$ cat src/rtl/fht_adc_loader.sv
// ADC sample loader for fht_top: packs a stream of signed samples row-major into
// four RAM banks, then pulses oSTART and waits for the transform to report ready.
module fht_adc_loader #(
    parameter int D_BIT     = 24,
    parameter int A_BIT     = 8,
    parameter int ADC_WIDTH = 12
) (
    input  logic                 iCLK,
    input  logic                 iRESET,
    input  logic [ADC_WIDTH-1:0] iADC_DATA,
    input  logic                 iADC_VALID,
    output logic                 oADC_READY,
    output logic [3:0]           oWE,
    output logic [D_BIT-1:0]     oDATA,
    output logic [A_BIT-1:0]     oADDR_WR,
    output logic                 oSTART,
    input  logic                 iFHT_RDY,
    output logic [15:0]          oFRAME_CNT,
    output logic                 oBUSY
);
    localparam int CNT_W = A_BIT + 2;

    typedef enum logic [1:0] {LOAD, START, WAIT} state_t;

    state_t           state, state_nx;
    logic [CNT_W-1:0] cnt;
    logic [1:0]       hold;
    logic             armed;
    logic             accept;
    logic             last;
    logic             wait_done;

    // armed keeps ready low while reset is held and through the release edge
    assign oADC_READY = armed && (state == LOAD);
    assign oBUSY      = (state != LOAD);
    assign accept     = iADC_VALID && oADC_READY;
    assign last       = &cnt;
    assign wait_done  = (hold == 2'd2) && iFHT_RDY;

    always_comb begin
        state_nx = state;
        case (state)
            LOAD:    if (accept && last) state_nx = START;
            START:   state_nx = WAIT;
            WAIT:    if (wait_done) state_nx = LOAD;
            default: state_nx = LOAD;
        endcase
    end

    always_ff @(posedge iCLK or negedge iRESET) begin
        if (!iRESET) begin
            state <= LOAD;
            armed <= 1'b0;
        end else begin
            state <= state_nx;
            armed <= 1'b1;
        end
    end

    // low bits select the bank, high bits the row; wraps to 0 on the last sample
    always_ff @(posedge iCLK or negedge iRESET) begin
        if (!iRESET) begin
            cnt <= '0;
        end else if (state == WAIT && wait_done) begin
            cnt <= '0;
        end else if (accept) begin
            cnt <= cnt + 1'b1;
        end
    end

    // holdoff counts WAIT cycles; iFHT_RDY is only honoured once it saturates
    always_ff @(posedge iCLK or negedge iRESET) begin
        if (!iRESET) begin
            hold <= '0;
        end else if (state != WAIT) begin
            hold <= '0;
        end else if (hold != 2'd2) begin
            hold <= hold + 1'b1;
        end
    end

    always_ff @(posedge iCLK or negedge iRESET) begin
        if (!iRESET) begin
            oSTART     <= 1'b0;
            oFRAME_CNT <= '0;
        end else begin
            oSTART <= (state == START);
            if (state == WAIT && wait_done) oFRAME_CNT <= oFRAME_CNT + 16'd1;
        end
    end

    always_ff @(posedge iCLK or negedge iRESET) begin
        if (!iRESET) begin
            oWE      <= '0;
            oDATA    <= '0;
            oADDR_WR <= '0;
        end else begin
            oWE <= accept ? (4'b0001 << cnt[1:0]) : 4'b0000;
            if (accept) begin
                oDATA    <= {iADC_DATA, {(D_BIT-ADC_WIDTH){1'b0}}};
                oADDR_WR <= cnt[CNT_W-1:2];
            end
        end
    end

endmodule

$ cat config.mk
export PLATFORM = sky130hd
export DESIGN_NAME = fht_adc_loader
export DESIGN_NICKNAME = d
export VERILOG_FILES = /design/src/rtl/fht_adc_loader.sv
export SDC_FILE = /design/constraint.sdc
export NUM_CORES = 1
export LEC_CHECK = 0
export ABC_AREA = 1
export CAP_MARGIN = 10
export CORE_MARGIN = 4
export CORE_UTILIZATION = 43
export CTS_CLUSTER_DIAMETER = 50
export DETAILED_ROUTE_END_ITERATION = 10
export PLACE_DENSITY = 0.8
export SLEW_MARGIN = 20
export SYNTH_ARGS = -nofsm -noshare
export SYNTH_HDL_FRONTEND = slang
export SYNTH_SLANG_ARGS = --single-unit
$ cat constraint.sdc
create_clock -name iCLK -period 1.25 [get_ports iCLK]
set_input_delay 0.3125 -clock iCLK [delete_from_list [all_inputs] [get_ports iCLK]]
set_output_delay 0.3125 -clock iCLK [all_outputs]
set_load 0.1 [all_outputs]
* Yosys cells after proc, flatten, opt, wreduce, memory -nomap -nowiden
Cells that the tools add are included.
** Cells by class
- Shift-type cells :: 1
- Eq/ne operators :: 7
- Mux-type cells :: 8
- Reductions and logical operators :: 11
- Add/subtract/negate cells :: 3
** Operators with widths (number)
- $mux W10 :: 2
- $add A16 B1 Y16 const B :: 1
- $add A10 B1 Y10 const B :: 1
- $reduce_and A10 Y1 :: 1
- $mux W2 :: 4
- $ne A2 B2 Y1 const B :: 3
- $pmux W2 S3 :: 1
- $reduce_bool A2 Y1 :: 3
- $logic_and A1 B1 Y1 :: 5
- $eq A2 B2 Y1 const B :: 2
- $mux W4 :: 1
- $shl A1 B2 Y4 const A :: 1
- $add A2 B1 Y2 const B :: 1
- $eq A2 B1 Y1 const B :: 1
- $logic_not A2 Y1 :: 1
- $ne A2 B1 Y1 const B :: 1
- $reduce_and A2 Y1 :: 1
** Storage, ports and cells
- Bits in registers :: 56
- Logic and storage cells :: 39

* Longest topological paths before layout
- Word-level depth :: 6
- Gate-level depth with buffers :: 10
- Depth with buffers taken out :: 9

* Worst setup path before layout
OpenSTA, ideal clock, no wires.
- Path kind :: register to output
- From :: reg state[0]
- To :: out oADC_READY
- Stages on the path, launching flop included :: 4
- Arrival :: 2.536 ns
- Data required time :: 0.938 ns
- Path buffers :: 0
- Setup slack :: -1.599 ns
- Path through :: dfrtp_1 inv_1 nand2_1 nor2_1
** On the way
- Word-level cells in the longest chain between the ends :: 2
** Ends and longest elaborated chain
- from (decl) :: RTL line 25 : state_t state, state_nx;
- from (signal assigned) :: RTL line 55 : state <= state_nx;
- $logic_not A2 Y1 :: RTL line 34 : assign oADC_READY = armed && (state == LOAD);
- $logic_and A1 B1 Y1 :: RTL line 34
- to (decl) :: RTL line 12 : output logic oADC_READY,
No other way between the ends.

* Final worst setup path
- From :: reg state[1]
- To :: out oADC_READY
The elaborated chain is that of the path after synthesis.

==> impl_metrics.ini <==
[clocking]
insertion_delay_ps = 310
root_buffer = clkbuf_8
htree_levels = 2
cts_tree = done
cts_sinks = 56
clock_path_buffers = 2
cts-buffers-inserted = 5
cts.clk_slew.worst_paths_ps = 90

[logic_synthesis]
ys_ff_latch = 56
syn-mean-instance-area_sq_um = 8.61
synth-edff-count = 0
yosysSeqAreaShare_pct = 53.2
synth_top_flop_cell = dfrtp_1
synth_cell_types = 27
synth_area_sq_um = 2630
ys.warnings.count = 0
ys_async_sr_fraction_pct = 100
postSynthCellCount = 306

[finish]
drive_gt1_share_pct = 44.0
final_cell_mix = nand2_1 (89), buf_4 (51), buf_12 (45)
fill_cells = 340
multi_input_area_sq_um = 1260
seq_area_sq_um = 1460
final_nets = 455
n_antenna_cell = 0
areaGrowthSynthToFinish_pct = 76.7
layout_commonest_cell = nand2_1

[sta]
post-route-period-util_pct = 124
rsz0062_at_grt = yes
hold_ws_ps = 524
finalSetupViolCount = 65
finClkSkew_ps = 6.88
hold_viol = 0
finalWorstSetupSlack_ps = -297
drv_slew = 0
final.min_clock_period_ps = 1550
fmaxAchievable_ghz = 0.647

[pwr]
power_mw = 5.76
leakage_nw = 2.27
power.density_nw_per_um2 = 1240
ir_worst_vdd_uv = 804

[hold_path]
hold_path_class = reg -> reg

[place]
place_congestion = 0.830
dp_hpwl_um = 4550
numPortBuffers = 58
dp_slack_ps = -357

[worst_setup_path]
worstSetupPathType = reg -> out
critical_path.max_fanout = 4
worst_path_largest_cell_delay_ps = 470
slowest_stage = dfrtp_2
endpoint_kind = output pin
critPathRequiredTime_ps = 940
path_cells = inv_2 > nand2_8 > nor2_4 > buf_12
cp.arrival_ps = 1230
critPathLaunchType = flip-flop

[drt]
dr.pass1.iters = 4
wl_um = 7230
drt_iter0_markers = 135
drc = 0
num_vias = 2428
wl_per_cell_um = 14.2
vias_per_cell = 4.77
route.antenna.remaining_nets = 0

[grt]
grt_first_pass_wirelength_um = 10800
overflow = 0
grt_max_degree = 57
antenna_found_initial = 0
grt_pass1_vias = 2454
grt_usage_pct = 18.0

[outcome]
outcome = finished with violations
violations = setup timing

[flow_run]
max_cap_violations = 0

[floorplan]
rows = 28
die_height_um = 86.3
start_util_pct = 44.5
io-pin-count = 71
die_area_sq_um = 7440
core_sq_um = 5920
die-width_um = 86.3
## report_power, final
group          leakage, nW  switching, mW  internal [mW]
registers            0.713          0.206           2.01
clock network       0.0455          0.557          0.454
logic                 1.51           1.62          0.907
total                 2.27           2.39           3.38
## Yosys cell counts (2+ instances only)
cell	count	area, sq um
conb_1	2	7.51
nand3b_1	2	15.0
inv_2	2	7.51
buf_2	3	15.0
inv_1	31	116
nand3_1	8	40.0
nand4_1	4	25.0
nor3_1	3	15.0
nor2_1	32	120
ha_1	6	75.1
nand2_4	3	33.8
dfrtp_1	56	1400
nand2_1	102	383
buf_4	13	97.6
xor2_1	6	52.6
nand3_2	2	20.0
xnor2_1	4	35.0
nor2_4	4	45.0
a21oi_1	4	20.0
o21ai_0	12	60.1
## metal layers
| metal | wire length (um) | global-route usage, % |
|---|---|---|
| met4 | 140 | 3.12 |
| met5 | 0 | 0 |
| met2 | 4020 | 34.5 |
| met1 | 2730 | 20.1 |
| met3 | 347 | 4.75 |
## critical path, delay by kind of cell (launching register included)
kind                   cells  cell delay (ps)
AND/OR/NAND/NOR            2              150
flip-flops                 1              470
buffers and inverters      2              300
## sequential cells by signal (all words and copies together), names as in the netlist
register / cells
oFRAME_CNT: 16
oDATA: 12
cnt: 10
oADDR_WR: 8
oWE: 4
hold: 2
state: 2
armed: 1
oSTART: 1
## timing repair
item,CTS,global route
hold endpoints to repair,0,7
buffers inserted,26,16
hold buffers,0,1
setup endpoints to repair,64,87
pin swaps,16,6
resized for setup,34,33
## worst paths after layout
path | slack (ps) | cells past startpoint | endpoint | from
max | -300 | 4 | oADC_READY | state[1]$_DFFE_PN0P_
min | 520 | 2 | oADDR_WR[2]$_DFFE_PN0P_ | cnt[4]$_DFFE_PN0P_
max reg2reg | -270 | 11 | oFRAME_CNT[11]$_DFFE_PN0P_ | state[0]$_DFFE_PN0P_
min reg2reg | 520 | 2 | oADDR_WR[2]$_DFFE_PN0P_ | cnt[4]$_DFFE_PN0P_
max in group asynchronous | 450 | 3 | oFRAME_CNT[12]$_DFFE_PN0P_ | iRESET
min in group asynchronous | 530 | 3 | oFRAME_CNT[2]$_DFFE_PN0P_ | iRESET
## through the flow
| stage | TNS, ps | cell area (sq um) | utilization [%] | cells |
|---|---|---|---|---|
| final | -7580 | 4650 | 78.6 | 509 |
| after global routing | -12000 | 4650 | 78.6 | 509 |
| after CTS | -6040 | 4400 | 74.4 | 493 |
| after detailed placement | -13040 | 4020 | 67.9 | 459 |
| after global placement | -12030 | 4020 | 67.9 | 459 |
| after floorplan | -1470 | 2820 | - | 317 |
## final cells by class
cell class | instances | share of cell area (%)
Inverter | 33 | 2.88
Sequential cell | 56 | 31.3
Multi-Input combinational cell | 210 | 27.1
Clock buffer | 8 | 1.94
Timing Repair Buffer | 127 | 34.7
Tap cell | 75 | 2.02
## cells by family after synthesis
| kind of cell | after synthesis | share of synthesized area [%] |
|---|---|---|
| adders and majority gates | 6 | 2.85 |
| DFF | 56 | 53.2 |
| xor gates and xnor gates | 10 | 3.33 |
| other | 2 | 0.285 |
| buffers and inverters | 51 | 9.55 |
| and+or+nand+nor | 162 | 27.0 |
| AOI/OAI and AO/OA | 19 | 3.80 |
No activity file was read; power rests on OpenSTA's default activity.
==> RTL change 1 (config.mk and constraints unchanged) <==
Encoding of `state_t`: now one-hot (3 bits for 3 states).
--- a/src/rtl/fht_adc_loader.sv
+++ b/src/rtl/fht_adc_loader.sv
@@ -20,7 +20,7 @@
 );
     localparam int CNT_W = A_BIT + 2;
 
-    typedef enum logic [1:0] {LOAD, START, WAIT} state_t;
+    typedef enum logic [2:0] {LOAD = 3'b001, START = 3'b010, WAIT = 3'b100} state_t;
 
     state_t           state, state_nx;
     logic [CNT_W-1:0] cnt;
Behaviour: no difference found for any inputs over 10 cycles, from zero or initial values and one cycle with iRESET low; not proved beyond that.
==> RTL change 1 against the original RTL <==
- the run still ends with setup timing left
- count of clock-buffer cells in the layout is 2 higher
- non-clock buffer count is 2 lower
- routed wire length up 28%
- fmax decreased by 3.9%
- sequential cell count increased by 1
- power rose by 6.8%
- design area grew 11%
- worst setup slack got worse by 63 ps
- synthesized area up 8.0%
- critical path depth unchanged
- combinational power down 8.3%
- core utilization increased by 2.2 points
- cell count grew 10%
- largest cell class unchanged
==> RTL change 1: results (changes against the original RTL) <==
.. list-table::
   :header-rows: 1

   * - Metric
     - Value
   * - Type of the worst min-delay path
     - in2async
   * - Num CTS Buffers
     - 9 (+4)
   * - Result of the run
     - finished, violations left
   * - Number of hold buffers added after CTS
     - 1 (+1)
   * - Total Routed Length
     - 9.24 mm (+28%)
   * - Portion of total power attributed to combinational logic
     - 0.377 (-0.062)
   * - Insertion delay to the later sink of the worst-skew pair
     - 350 ps (+40 ps)
   * - Crit Reg-Reg Endpoint
     - oFRAME_CNT[10]
   * - Count of endpoints failing setup in the final report
     - 87 (+34%)
   * - Worst VDD drop
     - 1.36 mV (+69%)
   * - Fraction of layout cells with a size suffix above 1
     - 0.461 (+0.0207)
   * - Pin count of the biggest net entering global routing
     - 58 (+1.8%)
   * - Clock-pin slew on the worst setup and hold paths
     - 70 ps (-20 ps)
   * - Post-layout worst setup margin
     - -360 ps (-62.9 ps)
   * - Post-cts repair resize count
     - 40 (+18%)
   * - Maximum fanout along the worst path
     - 3 (-1)
   * - Met3 Wirelength
     - 710 µm (+100%)
   * - Post-placement cell area
     - 4270 µm² (+6.2%)
   * - Post-Place Setup Slack
     - -313 ps (+43.7 ps)
   * - Main area contributors after synthesis
     - dfrtp_1, nand2_1, nor2_1, inv_1, buf_4
   * - Count of buffers added by post-CTS timing repair for setup
     - 31 (+19%)
   * - Via-to-Cell Ratio
     - 5.16 (+8.2%)
   * - Proportion of power drawn by the clock network
     - 0.246 (+0.071)
   * - Slowest stage cell on the critical path
     - dfrtp_1
   * - Initial DRC count
     - 209 (+55%)
   * - Largest stage delay on the critical path
     - 410 ps (-60 ps)
   * - GRT Util Overall
     - 0.225 (+0.0452)
   * - Global routing met2 resource utilization
     - 0.391 (+0.0464)
   * - R2R setup slack
     - -300 ps (-30 ps)
   * - Arrival @ worst endpoint
     - 1300 ps (+70 ps)
   * - Count of H-tree levels built during CTS
     - 3 (+1)
   * - Violated checks
     - setup timing
   * - Number of standard cells after synthesis
     - 350 (+14%)
   * - Top cells by instance count after synthesis
     - nand2_1, dfrtp_1, nor2_1
[RTL change 1: layout make-up]
type,count,area [µm²]
sequential,57,1490
inverter,31,131
clock inverter,6,45.0
fill,355,1220
tap,77,96.3
multi-input combinational,255,1600
timing repair buffer,125,1680
clock buffer,10,128
[RTL change 1: worst min-delay path, cell delays in order]
cell and delay (ps):
dlygate4sd3_1 520, buf_2 120, buf_12 280
[RTL change 1: cell families after synthesis]
| kind of cell | count (synthesis) | synth area share |
|---|---|---|
| AND/OR/NAND/NOR | 206 | 0.314 |
| flip-flops | 57 | 0.502 |
| XOR/XNOR | 9 | 0.0277 |
| buffers and inverters | 50 | 0.0923 |
| AO/OA/AOI/OAI | 20 | 0.0352 |
| adder cells (fa/ha/maj) | 6 | 0.0264 |
| other | 2 | 0.00264 |
==> RTL change 2 (config.mk and constraints unchanged) <==
Made on the original files. The parameter `ADC_WIDTH` goes from 12 to 8.
--- a/src/rtl/fht_adc_loader.sv
+++ b/src/rtl/fht_adc_loader.sv
@@ -3,7 +3,7 @@
 module fht_adc_loader #(
     parameter int D_BIT     = 24,
     parameter int A_BIT     = 8,
-    parameter int ADC_WIDTH = 12
+    parameter int ADC_WIDTH = 8
 ) (
     input  logic                 iCLK,
     input  logic                 iRESET,
Ports: changed (resized iADC_DATA); port bits go from 71 to 67. The function was not compared with the original's and may differ.
==> RTL change 2 against the original RTL <==
- die area shrank 2.0%
- worst setup slack lost 59 ps
- core utilization grew 1.4 points
- routed wire length grew 28%
- power grew 0.55%
- design area shrank 3.0%
- the run still ends with setup timing left
- synthesized area shrank 2.2%
- highest routed layer unchanged
- clock skew grew 4.4 ps
- sequential cell count shrank 4
- critical path type unchanged
==> RTL change 2: results (changes against the original RTL) <==
.. list-table::
   :header-rows: 1

   * - Metric
     - Value
   * - Result of the run
     - finished, violations left
   * - Violated checks
     - setup timing
   * - Post-placement cell area
     - 3790 µm² (-5.8%)
   * - Power per unit of standard cell area
     - 1280 nW/µm² (+3.6%)
   * - Global routing met2 resource utilization
     - 0.403 (+0.0578)
   * - Layout fillers
     - 269 (-21%)
   * - Post-Place Setup Slack
     - -504 ps (-148 ps)
   * - Worst VDD drop
     - 0.992 mV (+23%)
   * - Via count of the first global-routing pass
     - 2,562 (+4.4%)
   * - Proportion of cell area spent on the clock network
     - 0.0255 (+0.00613)
   * - Sequential cell fraction of total power
     - 0.365 (-0.020)
   * - Vias
     - 2,659 (+9.5%)
   * - Fraction of layout cells with a size suffix above 1
     - 0.423 (-0.0174)
   * - Register bit total from synthesis
     - 52 (-7.1%)
   * - Count of inverters other than clock inverters in the layout
     - 42 (+27%)
   * - Count of endpoints failing setup in the final report
     - 64 (-1.5%)
   * - Dpl hpwl
     - 4.35 mm (-4.5%)
   * - Met1 demand-to-capacity share in global routing
     - 0.222 (+0.0203)
   * - Portion of total power attributed to combinational logic
     - 0.423 (-0.016)
   * - Number of placed instances with taps included
     - 457 (-0.44%)
   * - Grt met3 use
     - 0.0408 (-0.00675)
   * - Crit Reg-Reg Endpoint
     - oFRAME_CNT[12]
   * - Wire length on met1
     - 3.29 mm (+21%)
   * - Count of plain and timing-repair buffers
     - 124 (-2.4%)
   * - GRT Util Overall
     - 0.214 (+0.0338)
   * - Internal power
     - 3320 µW (-1.7%)
   * - Buffers added on ports
     - 50 (-14%)
   * - Type of the worst min-delay path
     - in2async
   * - Met2 WL
     - 4.79 mm (+19%)
   * - Multi-input combinational cell count
     - 214 (+1.9%)
   * - Die footprint
     - 7290 µm² (-2.0%)
   * - GPL Wtd Cong
     - 0.786 (-5.3%)
   * - Worst hold slack
     - 503 ps (-21.1 ps)
   * - Sequential share of the synthesized area
     - 0.505 (-0.0270)
   * - Via-to-Cell Ratio
     - 5.19 (+8.9%)
   * - Fraction of area in multi-input gates
     - 0.278 (+0.00660)
   * - Post-layout worst setup margin
     - -355 ps (-58.6 ps)
   * - Pin count of the biggest net entering global routing
     - 53 (-7.0%)
   * - Count of cell types in the netlist
     - 28 (+3.7%)
   * - Clock-pin slew on the worst setup and hold paths
     - 110 ps (+20 ps)
   * - Maximum fanout along the worst path
     - 3 (-1)
   * - Clock tree skew after final layout
     - 11.3 ps (+4.37 ps)
   * - Total Routed Length
     - 9.22 mm (+28%)
   * - Top cells by instance count after synthesis
     - nand2_1, dfrtp_1, inv_1
-- RTL change 2: cell count changes after synthesis, moves of 3 or more --
cell     unedited run  this run
buf_4              13        18
nand2_1           102        97
nand3_1             8        15
inv_1              31        40
dfrtp_1            56        52
nand2_4             3         0
-- RTL change 2: cells by family (layout without fill, tap and decap cells) --
logic type	after synthesis	count (layout)	synth area share
other cells	2	17	0.00292
flops	52	52	0.505
buf+inv	63	174	0.121
simple gates	161	161	0.268
fa+ha+maj	6	6	0.0291
xor+xnor	9	9	0.0306
compound gates	21	21	0.0427
-- RTL change 2: repair_timing --
action / in CTS / in global routing
buffers inserted: 30 / 17
cloned: 2 / 0
gates resized for setup: 30 / 39
pin swaps: 11 / 15
hold endpoints to repair: 52 / 0
endpoints found under the setup margin: 59 / 76
hold buffers: 1 / 0
-- RTL change 2: critical path, cell delays in order, from the launching register on --
cell and delay (ps):
dfrtp_2 430, nor2_4 120, buf_6 120, nand2_4 50, clkinvlp_4 80, buf_12 170
